$ cat src/rtl/serial_subtractor_pkg.sv
// rtl/serial_subtractor_pkg.sv - shared state encoding and sizing helpers for serial_subtractor
package serial_subtractor_pkg;

  typedef enum logic [1:0] {
    IDLE  = 2'd0,
    SHIFT = 2'd1,
    DONE  = 2'd2
  } state_t;

  localparam int DEFAULT_WIDTH = 8;

  // Bit-counter width for a given operand width; WIDTH >= 2 keeps this >= 1.
  function automatic int cnt_width(input int width);
    return $clog2(width);
  endfunction

endpackage

$ cat src/rtl/serial_subtractor_full_subtractor.sv
// rtl/serial_subtractor_full_subtractor.sv - one-bit combinational full subtractor cell
module full_subtractor (
  input  logic x,
  input  logic y,
  input  logic borrowin,
  output logic diff,
  output logic borrowout
);

  assign diff      = x ^ y ^ borrowin;
  assign borrowout = (~x & y) | (~(x ^ y) & borrowin);

endmodule

$ cat src/rtl/serial_subtractor.sv
// rtl/serial_subtractor.sv - bit-serial a - b - borrow_in, LSB first, start/busy/done handshake
module serial_subtractor
  import serial_subtractor_pkg::*;
#(
  parameter int WIDTH = DEFAULT_WIDTH
) (
  input  logic             clk,
  input  logic             rst,
  input  logic             start,
  input  logic [WIDTH-1:0] a,
  input  logic [WIDTH-1:0] b,
  input  logic             borrow_in,
  output logic             busy,
  output logic             done,
  output logic [WIDTH-1:0] diff,
  output logic             borrow_out,
  output logic             overflow
);

  localparam int CW = cnt_width(WIDTH);

  state_t           state, state_nxt;
  logic [WIDTH-1:0] a_sr, b_sr, res_sr;
  logic [CW-1:0]    count;
  logic             borrow_ff, a_msb, b_msb;
  logic             d, borrow_nxt, accept, last;

  full_subtractor u_fs (
    .x         (a_sr[0]),
    .y         (b_sr[0]),
    .borrowin  (borrow_ff),
    .diff      (d),
    .borrowout (borrow_nxt)
  );

  assign accept = start && (state == IDLE || state == DONE);
  assign last   = (count == CW'(WIDTH - 1));
  assign busy   = (state == SHIFT);
  assign done   = (state == DONE);

  always_comb begin
    state_nxt = state;
    case (state)
      IDLE:    if (start) state_nxt = SHIFT;
      SHIFT:   if (last) state_nxt = DONE;
      DONE:    state_nxt = start ? SHIFT : IDLE;
      default: state_nxt = IDLE;
    endcase
  end

  always_ff @(posedge clk or posedge rst) begin
    if (rst) state <= IDLE;
    else     state <= state_nxt;
  end

  // Published results change only on the edge that processes the final bit.
  always_ff @(posedge clk or posedge rst) begin
    if (rst) begin
      a_sr       <= '0;
      b_sr       <= '0;
      res_sr     <= '0;
      count      <= '0;
      borrow_ff  <= 1'b0;
      a_msb      <= 1'b0;
      b_msb      <= 1'b0;
      diff       <= '0;
      borrow_out <= 1'b0;
      overflow   <= 1'b0;
    end else if (accept) begin
      a_sr      <= a;
      b_sr      <= b;
      borrow_ff <= borrow_in;
      count     <= '0;
      a_msb     <= a[WIDTH-1];
      b_msb     <= b[WIDTH-1];
    end else if (state == SHIFT) begin
      a_sr      <= {1'b0, a_sr[WIDTH-1:1]};
      b_sr      <= {1'b0, b_sr[WIDTH-1:1]};
      res_sr    <= {d, res_sr[WIDTH-1:1]};
      borrow_ff <= borrow_nxt;
      count     <= count + 1'b1;
      if (last) begin
        diff       <= {d, res_sr[WIDTH-1:1]};
        borrow_out <= borrow_nxt;
        overflow   <= (a_msb != b_msb) && (d != a_msb);
      end
    end
  end

endmodule
$ cat config.mk
export PLATFORM = sky130hd
export DESIGN_NAME = serial_subtractor
export DESIGN_NICKNAME = d
export VERILOG_FILES = /design/src/rtl/serial_subtractor_pkg.sv /design/src/rtl/serial_subtractor_full_subtractor.sv /design/src/rtl/serial_subtractor.sv
export SDC_FILE = /design/constraint.sdc
export NUM_CORES = 1
export LEC_CHECK = 0
export BUFFER_PORTS_ARGS = -buffer_cell sky130_fd_sc_hd__buf_2
export CORE_MARGIN = 8
export CORE_UTILIZATION = 52
export CTS_BUF_LIST = sky130_fd_sc_hd__clkbuf_8
export DETAILED_ROUTE_END_ITERATION = 12
export GPL_ROUTABILITY_DRIVEN = 0
export HOLD_SLACK_MARGIN = 0.06
export PLACE_DENSITY = 0.75
export SETUP_SLACK_MARGIN = 0.05
export SLEW_MARGIN = 20
export SYNTH_ARGS = -nofsm -noshare
export SYNTH_HDL_FRONTEND = slang
export SYNTH_HIERARCHICAL = 1
export SYNTH_SLANG_ARGS = --single-unit
$ cat constraint.sdc
create_clock -name clk -period 2.3 [get_ports clk]
set_input_delay 0.115 -clock clk [delete_from_list [all_inputs] [get_ports clk]]
set_output_delay 0.115 -clock clk [all_outputs]
set_load 0.01 [all_outputs]
==> run metrics <==
status=finished clean; vias=1111; Pleak=between 1 and 1.5 nW; final slew viol count=0; final hold violations=0; CTS tree=yes; Die H=around 74 um; Comb pwr share=roughly 40%; Pre-antenna DRT Iters=4; switching share of power=between 30% and 40%; Critical Path Max Stage Delay=0.49 ns; Pwr Density=1370 nW/um^2; routed len/inst=15.4 um; hold path depth=2; cells on worst reg2reg path=4; area of the multi-input gates=~630 um^2; Setup TNS=0 ns; CP max stage cell=nor2b_4; root buf cell=clkbuf_8; FF+latch count, synth=41; Cell Area, Synth=1750 um^2; sequential fraction of the synthesis area=about three fifths; cts hold-fix bufs=8; DR iter-0 viols=36; Least-Margin Pin Slew=between 0.5 and 0.6 ns; max-cap viol count=0; CP required=approximately 2.2 ns; Area Overhead vs Synth=19.4%; clock skew=around 0.0047 ns; Die ar.=about 5500 um^2; cells after synthesis=approximately 130; Post-DP HPWL=2340 um; peak fanout along the critical path=18; Post-CTS Resized=0; clk buf depth=2; origin of the critical flop-to-flop path=count[0]$_DFFE_PP0P_; Avg Inst Size Synth=13.6 um^2; die width=roughly 74 um; FILL cells=257; startpoint types=register; final WL=around 3400 um; FF+latch area=just over 1000 um^2; Via-to-Cell Ratio=between 5 and 6; clock share of power=about 16%; top cell type's share of synthesized area=approximately three fifths; Routed Antenna Nets=0; Clock Latency Late Sink=0.29 ns; core footprint=3280 um^2; Worst Hold End=b_sr[7]$_DFFE_PP0P_; post-CTS setup buffer count=0; Fmax=0.562 GHz; # H-tree levels=2; Layout Nets=around 190; Worst-path clk slew=0.08 ns; final setup violation count=0; RSZ-0062 raised after global routing=false; Final period util=77.4%; hold_sp=b[7]; port bufs=31; Setup crit end kind=output port; Pwr Total=between 2 and 3 mW; CTS Sinks=just over 40; data arrival time of the worst path=between 1.5 and 2 ns; initial antenna violation count=0; drt drc=0; GRT Overall Usage=13.4%; worst setup path category=reg -> out; crit path time final=1.78 ns; Unique masters post-synth=20; crit path cell chain=nor2b_4 -> buf_4 -> buf_2; first-pass GRT wire length=about 5400 um; relative slew slack=a little over three fifths; synth top area cells=dfrtp_1, mux2_2, a22o_1, mux2i_1, a21o_1; Ports=32; cell row count=21; vias in the first global route=around 1200; share of layout cells above drive strength 1=around 38%; Initial Util=between 50 and 60%; largest net degree at the start of global routing=between 40 and 50; P_int=roughly 1.9 mW; Reg2Reg Setup Slack=approximately 0.6 ns; Reg power frac=roughly 44%; Syn. warnings=6; Net Count, Synth=152; total CTS buffers=5; GRT overflow=0; NetSw=around 980 uW; Worst R2R End=diff[4]$_DFFE_PP0P_; VDD IR max=736 uV; cell taking the most area after synthesis=dfrtp_1; Inserted Diodes=0; hold crit path type=in -> reg
==> through the flow <==
stage | hold WS (ns) | area [um^2] | util, % | setup WS [ns] | instances
3_3_place_gp | 0.255 | 1920 | 58.6 | 0.666 | 202
4_1_cts | 0.0677 | 2090 | 63.7 | 0.519 | 218
5_1_grt | 0.0678 | 2090 | 63.7 | 0.411 | 218
3_5_place_dp | 0.265 | 1920 | 58.6 | 0.579 | 202
6_report | 0.0760 | 2090 | 63.7 | 0.520 | 218
2_1_floorplan | 0.237 | 1750 | - | 0.817 | 129
==> logic make-up after synthesis <==
family | synth area share [%]
compound gates | 12.4
buf+inv | 5.43
fa+ha+maj | 2.57
flops | 58.6
simple gates | 4.79
mux | 16.2
==> area by class of cell <==
| type | count | area share (%) |
|---|---|---|
| Clock buffer | 5 | 3.29 |
| Clock inverter | 3 | 0.838 |
| Inverter | 6 | 1.08 |
| Multi-Input combinational cell | 74 | 30.3 |
| Sequential cell | 41 | 49.1 |
| Tap cell | 46 | 2.75 |
| Timing Repair Buffer | 43 | 12.7 |
==> layout by cell type, fill, tap and decap left out, drive strengths merged <==
cell         count
nand2            8
a22o            12
o21ai            8
clkinvlp         1
dlygate4sd3      8
nor2b            4
mux2            19
mux2i            7
inv              6
clkinv           2
a21oi            1
ha               2
clkbuf           5
fa               1
buf             35
nand3b           1
nor2             1
nor3b            1
dfrtp           41
a21o             9
==> power by group through the flow <==
stage / clock network (mW) / registers, mW / logic [mW]
2_1_floorplan: 0 / 1.26 / 0.914
3_3_place_gp: 0 / 1.25 / 1.11
3_5_place_dp: 0 / 1.28 / 1.16
4_1_cts: 0.471 / 1.27 / 1.17
5_1_grt: 0.496 / 1.31 / 1.26
6_report: 0.453 / 1.26 / 1.15
==> registers in the layout, summed over array words and instances (netlist names) <==
register and count:
state 2, borrow_out 1, b_sr 8, b_msb 1, a_msb 1, borrow_ff 1
diff 8, count 3, overflow 1, res_sr 7, a_sr 8
==> per-layer routing <==
metal	part of all wire, %	track usage (%)	vias to the layer above
met4	1.8	6.65	0
met1	42	14.6	548
li1	-	-	532
met5	0	0	-
met3	7.1	6.33	5
met2	49	21.3	26
==> Yosys cell counts <==
library cell	number
dfrtp_1	41
mux2_2	19
a22o_1	12
a21o_1	9
nand2_1	8
mux2i_1	7
o21ai_1	7
inv_1	6
buf_6	4
buf_4	3
nor2b_1	3
ha_1	2
a21oi_1	1
buf_2	1
fa_1	1
nand3b_1	1
nor2_2	1
nor2b_4	1
nor3b_1	1
o21ai_0	1
==> how the worst max path moves through the flow <==
| stage | slack (ns) | to | from | depth (start not counted) |
|---|---|---|---|---|
| floorplan | 0.82 | borrow_out$_DFFE_PP0P_ | count[0]$_DFFE_PP0P_ | 5 |
| global placement | 0.67 | diff[0]$_DFFE_PP0P_ | count[0]$_DFFE_PP0P_ | 4 |
| detailed placement | 0.58 | diff[4]$_DFFE_PP0P_ | count[0]$_DFFE_PP0P_ | 4 |
| CTS | 0.52 | busy | state[0]$_DFFE_PP0P_ | 3 |
| global route | 0.41 | busy | state[0]$_DFFE_PP0P_ | 3 |
| finish | 0.52 | busy | state[0]$_DFFE_PP0P_ | 3 |
==> critical path, delay by kind of cell (launching register included) <==
family	cells	cell delay (ns)
and+or+nand+nor	1	0.49
DFF	1	0.42
buffers and inverters	2	0.46
Note: power is estimated with default switching activity, not from simulation.
